`src/rtl/dig_ct_pkg.sv`:
```
// Shared widths, FSM states and requester ID type for the DigCt scheduler.
package dig_ct_pkg;

  localparam int VEC_W = 5;
  localparam int RES_W = 3;

  typedef enum logic [1:0] {
    IDLE  = 2'd0,
    ISSUE = 2'd1,
    WAIT  = 2'd2,
    HOLD  = 2'd3
  } state_e;

  typedef logic req_id_t;

endpackage

```
`src/rtl/rr_arb2.sv`:
```
// Two-way round-robin pick; combinational winner, registered priority pointer.
// The pointer only moves when the caller consumes the pick via take.
module rr_arb2
  import dig_ct_pkg::*;
(
  input  logic       clk,
  input  logic       rst,
  input  logic [1:0] req,
  input  logic       take,
  output logic       req_any,
  output req_id_t    win
);

  req_id_t prio_q;
  req_id_t prio_d;

  always_comb begin
    req_any = |req;
    win     = prio_q;
    // A lone requester wins outright; the pointer only breaks ties.
    if (req == 2'b01) begin
      win = 1'b0;
    end else if (req == 2'b10) begin
      win = 1'b1;
    end
    prio_d = prio_q;
    if (take && req_any) begin
      prio_d = ~win;
    end
  end

  always_ff @(posedge clk or posedge rst) begin
    if (rst) begin
      prio_q <= 1'b0;
    end else begin
      prio_q <= prio_d;
    end
  end

endmodule

```
`src/rtl/dig_ct_arb.sv`:
```
// Shares one DigCt stage between two clients: grant, drive CT_IN, wait SETTLE
// clocks, capture CT_OUT and hold the result until RES_RDY accepts it.
module dig_ct_arb
  import dig_ct_pkg::*;
#(
  parameter int unsigned SETTLE = 1
) (
  input  logic             CLK,
  input  logic             RST,
  input  logic             REQ0,
  input  logic             REQ1,
  input  logic [VEC_W-1:0] VEC0,
  input  logic [VEC_W-1:0] VEC1,
  output logic             GNT0,
  output logic             GNT1,
  output logic [VEC_W-1:0] CT_IN,
  input  logic [RES_W-1:0] CT_OUT,
  output logic [RES_W-1:0] RES,
  output logic             RES_ID,
  output logic             RES_VLD,
  input  logic             RES_RDY,
  output logic             BUSY
);

  localparam logic [3:0] CNT_LOAD = 4'(SETTLE - 1);

  state_e           state_q,   state_d;
  logic [3:0]       cnt_q,     cnt_d;
  logic             gnt0_q,    gnt0_d;
  logic             gnt1_q,    gnt1_d;
  logic [VEC_W-1:0] ct_in_q,   ct_in_d;
  req_id_t          owner_q,   owner_d;
  logic [RES_W-1:0] res_q,     res_d;
  req_id_t          res_id_q,  res_id_d;
  logic             res_vld_q, res_vld_d;

  logic    arb_any;
  logic    arb_take;
  req_id_t arb_win;

  rr_arb2 u_rr_arb2 (
    .clk     (CLK),
    .rst     (RST),
    .req     ({REQ1, REQ0}),
    .take    (arb_take),
    .req_any (arb_any),
    .win     (arb_win)
  );

  always_comb begin
    state_d   = state_q;
    cnt_d     = cnt_q;
    gnt0_d    = 1'b0;
    gnt1_d    = 1'b0;
    ct_in_d   = ct_in_q;
    owner_d   = owner_q;
    res_d     = res_q;
    res_id_d  = res_id_q;
    res_vld_d = res_vld_q;
    arb_take  = 1'b0;

    case (state_q)
      IDLE: begin
        arb_take = arb_any;
      end
      ISSUE: begin
        state_d = WAIT;
        cnt_d   = CNT_LOAD;
      end
      WAIT: begin
        if (cnt_q == 4'd0) begin
          res_d     = CT_OUT;
          res_vld_d = 1'b1;
          res_id_d  = owner_q;
          state_d   = HOLD;
        end else begin
          cnt_d = cnt_q - 4'd1;
        end
      end
      HOLD: begin
        // Requests are only looked at once the held result has been taken.
        if (res_vld_q && RES_RDY) begin
          res_vld_d = 1'b0;
          arb_take  = arb_any;
          if (!arb_any) begin
            state_d = IDLE;
          end
        end
      end
      default: begin
        state_d = IDLE;
      end
    endcase

    if (arb_take) begin
      state_d = ISSUE;
      owner_d = arb_win;
      gnt0_d  = ~arb_win;
      gnt1_d  = arb_win;
      ct_in_d = arb_win ? VEC1 : VEC0;
    end
  end

  always_ff @(posedge CLK or posedge RST) begin
    if (RST) begin
      state_q   <= IDLE;
      cnt_q     <= 4'd0;
      gnt0_q    <= 1'b0;
      gnt1_q    <= 1'b0;
      ct_in_q   <= '0;
      owner_q   <= 1'b0;
      res_q     <= '0;
      res_id_q  <= 1'b0;
      res_vld_q <= 1'b0;
    end else begin
      state_q   <= state_d;
      cnt_q     <= cnt_d;
      gnt0_q    <= gnt0_d;
      gnt1_q    <= gnt1_d;
      ct_in_q   <= ct_in_d;
      owner_q   <= owner_d;
      res_q     <= res_d;
      res_id_q  <= res_id_d;
      res_vld_q <= res_vld_d;
    end
  end

  assign GNT0    = gnt0_q;
  assign GNT1    = gnt1_q;
  assign CT_IN   = ct_in_q;
  assign RES     = res_q;
  assign RES_ID  = res_id_q;
  assign RES_VLD = res_vld_q;
  assign BUSY    = (state_q != IDLE);

endmodule

```
`config.mk`:
```
export PLATFORM = sky130hd
export DESIGN_NAME = dig_ct_arb
export DESIGN_NICKNAME = d
export VERILOG_FILES = /design/src/rtl/dig_ct_pkg.sv /design/src/rtl/rr_arb2.sv /design/src/rtl/dig_ct_arb.sv
export SDC_FILE = /design/constraint.sdc
export NUM_CORES = 1
export LEC_CHECK = 0
export CORE_UTILIZATION = 29
export CTS_CLUSTER_DIAMETER = 40
export CTS_CLUSTER_SIZE = 8
export DETAILED_ROUTE_END_ITERATION = 8
export PLACE_DENSITY = 0.56
export SKIP_CTS_REPAIR_TIMING = 1
export SLEW_MARGIN = 20
export SYNTH_ARGS = -nofsm -noshare
export SYNTH_HDL_FRONTEND = slang
export SYNTH_SLANG_ARGS = --single-unit
export TNS_END_PERCENT = 20
```
`constraint.sdc`:
```
create_clock -name CLK -period 3.2 [get_ports CLK]
set_clock_uncertainty 0.2 [all_clocks]
set_input_delay 0.48 -clock CLK [delete_from_list [all_inputs] [get_ports CLK]]
set_output_delay 0.48 -clock CLK [all_outputs]
set_load 0.01 [all_outputs]
```
==> impl_metrics.prom <==
# TYPE chip_impl_metric gauge
chip_impl_metric{name="share_clk_of_total_power",unit="%"} 9.7
chip_impl_metric{name="seq_power_share",unit="%"} 36.6
chip_impl_metric{name="timing.final.crit_period",unit="ns"} 2.28
chip_impl_metric{name="core.rowCount",unit=""} 21
chip_impl_metric{name="met3_usage",unit="%"} 3.36
chip_impl_metric{name="grt_pass1_wl",unit="um"} 3280
chip_impl_metric{name="yosys.cell_types.count",unit=""} 24
chip_impl_metric{name="wl_per_cell",unit="um"} 11.3
chip_impl_info{name="crit_top_cell",value="inv_1"} 1
chip_impl_info{name="ys_top_cells_by_area",value="dfrtp_1, ha_1, o21ai_2, mux2i_1, mux2_2"} 1
chip_impl_metric{name="crit_buf_inv",unit=""} 3
chip_impl_metric{name="io_buffers",unit=""} 30
chip_impl_metric{name="drt-total-wl",unit="um"} 1930
chip_impl_metric{name="die_height",unit="um"} 61.2
chip_impl_metric{name="timing.hold.worst_path_depth",unit=""} 1
chip_impl_metric{name="global_router_s_overall_resource_usage",unit="%"} 12.1
chip_impl_metric{name="grt_antenna_before_repair",unit=""} 0
chip_impl_metric{name="worst_skew_pair.late_latency",unit="ns"} 0.30
chip_impl_metric{name="via_count",unit=""} 789
chip_impl_metric{name="max-slew-margin-rel",unit="%"} 48.8
chip_impl_info{name="timing.critical_path.to_type",value="primary output"} 1
chip_impl_metric{name="report.final.setup_viol",unit=""} 0
chip_impl_info{name="worst_r2r_startpoint",value="state_q[0]"} 1
chip_impl_info{name="worstHoldStart",value="cnt_q[2]"} 1
chip_impl_metric{name="power",unit="mW"} 1.22
chip_impl_metric{name="post_drt_via_cell_ratio",unit=""} 4.61
chip_impl_metric{name="num_antenna_cells",unit=""} 0
chip_impl_metric{name="first_global_vias",unit=""} 728
chip_impl_metric{name="cts_max_path_buffers",unit=""} 2
chip_impl_info{name="grt_setup_unrepaired",value="false"} 1
chip_impl_metric{name="comb_power_share",unit="%"} 53.6
chip_impl_metric{name="leakagePower",unit="nW"} 0.602
chip_impl_metric{name="cap_violations",unit=""} 0
chip_impl_metric{name="dp_hpwl",unit="um"} 1500
chip_impl_info{name="hp-class",value="reg -> reg"} 1
chip_impl_metric{name="dr.pass1.iters",unit=""} 4
chip_impl_metric{name="ant_nets",unit=""} 0
chip_impl_info{name="worstSetupPathType",value="reg -> out"} 1
chip_impl_metric{name="synthesis.area",unit="um2"} 1010
chip_impl_metric{name="worst_voltage_drop_across_the_vdd_grid",unit="mV"} 0.434
chip_impl_metric{name="required",unit="ns"} 2.52
chip_impl_metric{name="use_met2",unit="%"} 19.1
chip_impl_metric{name="max_freq",unit="MHz"} 438
chip_impl_metric{name="crit_path_max_fanout",unit=""} 5
chip_impl_metric{name="die_x",unit="um"} 61.2
chip_impl_metric{name="final.period_utilization",unit="%"} 71.4
chip_impl_metric{name="synthesis.nets",unit=""} 118
chip_impl_metric{name="power.switching_fraction",unit="%"} 39.0
chip_impl_metric{name="number_of_cells_produced_by_synthesis",unit=""} 93
chip_impl_metric{name="coreArea",unit="um2"} 3340
chip_impl_metric{name="critPathArrivalTime",unit="ns"} 1.60
chip_impl_metric{name="hold_viol_final",unit=""} 0
chip_impl_metric{name="n_fill_cell",unit=""} 357
chip_impl_info{name="worst_path_dominant_cell_family",value="buffers and inverters"} 1
chip_impl_metric{name="internal-power",unit="uW"} 743
chip_impl_metric{name="worst_r2r_path_depth",unit=""} 5
chip_impl_info{name="timing.critical_path.slowest_stage_cell",value="clkdlybuf4s50_1"} 1
chip_impl_metric{name="timing.critical_path.depth",unit=""} 4
chip_impl_metric{name="max_slew_vio_count",unit=""} 0
chip_impl_info{name="yosysTopAreaCell",value="dfrtp_1"} 1
chip_impl_metric{name="power.density_cell_area",unit="nW/um2"} 881
chip_impl_info{name="grt.busiest_layer",value="met2"} 1
chip_impl_metric{name="fin_nets",unit=""} 152
chip_impl_metric{name="dieArea",unit="um2"} 3740
chip_impl_metric{name="synth.top_cell.area_share",unit="%"} 49.3
chip_impl_metric{name="initial_core_util",unit="%"} 30.4
chip_impl_info{name="worstSetupStartpointType",value="flop"} 1
chip_impl_metric{name="htree_levels",unit=""} 1
chip_impl_info{name="outcome",value="complete, no violations"} 1
chip_impl_metric{name="routability_driven_placement_congestion_ratio",unit=""} 0.699
chip_impl_metric{name="cts.clk_slew.worst_paths",unit="ns"} 0.11
chip_impl_info{name="cts_tree",value="yes"} 1
chip_impl_metric{name="largest_stage_delay_on_the_critical_path",unit="ns"} 0.52
chip_impl_metric{name="worst_margin_slew",unit="ns"} 0.767
chip_impl_metric{name="layoutNonFillerInstCount",unit=""} 171
chip_impl_metric{name="initialDrtViolationCount",unit=""} 16
chip_impl_info{name="clock_tree.root_cell",value="clkbuf_4"} 1
chip_impl_metric{name="postSynthRegisterBits",unit=""} 20
chip_impl_metric{name="grt_max_degree",unit=""} 21
chip_impl_metric{name="syn2layout_area_growth",unit="%"} 36.4
chip_impl_metric{name="drc_markers",unit=""} 0
chip_impl_metric{name="design.portCount",unit=""} 31
chip_impl_metric{name="final_layout_size_suffix_gt1_share",unit="%"} 12.8
chip_impl_metric{name="cts_num_sinks",unit=""} 20
chip_impl_metric{name="ys_seq_area_share",unit="%"} 49.3
chip_impl_metric{name="power_switching",unit="uW"} 475
chip_impl_info{name="crit_start",value="state_q[0]"} 1
chip_impl_metric{name="setup-tns-final",unit="ns"} 0
chip_impl_metric{name="placed_cells",unit=""} 168
chip_impl_metric{name="syn-mean-instance-area",unit="um2"} 10.9
chip_impl_metric{name="gr-usage-met1",unit="%"} 15.7
chip_impl_info{name="layout.cells.most_common",value="clkdlybuf4s50_1"} 1
chip_impl_info{name="cell_by_cell_trace_of_the_critical_path",value="inv_1 > ha_1 > inv_1 > clkdlybuf4s50_1"} 1
chip_impl_metric{name="cts-buffers-inserted",unit=""} 3
chip_impl_info{name="layout.cells.most_common_list",value="clkdlybuf4s50_1, dfrtp_1, nor2_1, inv_1"} 1
chip_impl_metric{name="global_route.overflow_total",unit=""} 0
chip_impl_metric{name="yosys_warns",unit=""} 0
## path summary, 6_finish.rpt
path | endpoint | slack (ns)
min in group asynchronous | owner_q | 0.41
worst max-delay path | BUSY | 0.92
worst min register to register | cnt_q[2] | 0.30
worst max register to register | RES[2] | 1.16
worst min-delay path | cnt_q[2] | 0.30
max in group asynchronous | cnt_q[2] | 1.91
## routing by layer
| layer | wire, um | part of all wire (%) |
|---|---|---|
| met5 | 0 | 0 |
| met4 | 27 | 1.4 |
| met1 | 917 | 48 |
| met2 | 890 | 46 |
| met3 | 90 | 4.7 |
## final cells by class
type / count / area [um2] / area share (%)
clock buffers: 3 / 22.5 / 1.63
inverters: 8 / 30.0 / 2.17
multi-input cells: 64 / 473 / 34.2
flip-flops and latches: 20 / 500 / 36.2
well taps: 46 / 57.6 / 4.16
repair buffers: 30 / 300 / 21.7
## power groups by stage
stage                     logic [mW]  registers (mW)  clock network [mW]
after CTS                      0.665           0.449               0.125
after global placement         0.647           0.451                   0
final                          0.653           0.447               0.119
after floorplan                0.392           0.472                   0
after global routing           0.738           0.466               0.135
after detailed placement       0.662           0.455                   0
## kinds of logic after synthesis
group / count (synthesis) / synth area share (%)
compound gates: 23 / 15.9
simple gates: 25 / 12.7
fa+ha+maj: 7 / 8.63
flops: 20 / 49.3
buf+inv: 9 / 4.07
mux: 9 / 9.37
## registers in the layout, summed over array words and instances, names as in the netlist
signal	count
CT_IN	5
GNT0	1
GNT1	1
RES	3
RES_ID	1
RES_VLD	1
cnt_q	4
owner_q	1
state_q	2
u_rr_arb2.prio_q	1
## cell usage after synthesis
master,number
o21ai_1,1
a311oi_1,1
mux2i_1,5
o41ai_1,1
nor3_1,1
or3_1,1
buf_6,1
dfrtp_1,20
o31ai_1,1
and2_1,2
nand2b_1,2
ha_1,7
o21ai_2,6
nor2_1,9
nor3_4,1
o21ai_0,6
or3_4,1
nand2_1,7
a21oi_1,4
nand3_1,1
o32ai_2,1
mux2_2,4
a31oi_1,2
inv_1,8
## through the flow
stage	util (%)	setup slack [ns]	instance area (um2)	hold WS (ns)
floorplan	-	1.40	1010	0.244
global placement	40.8	1.05	1360	0.267
detailed placement	40.8	1.04	1360	0.275
CTS	41.5	0.895	1380	0.301
global route	41.5	0.777	1380	0.324
finish	41.5	0.917	1380	0.301
(Power assumes the default switching activity.)
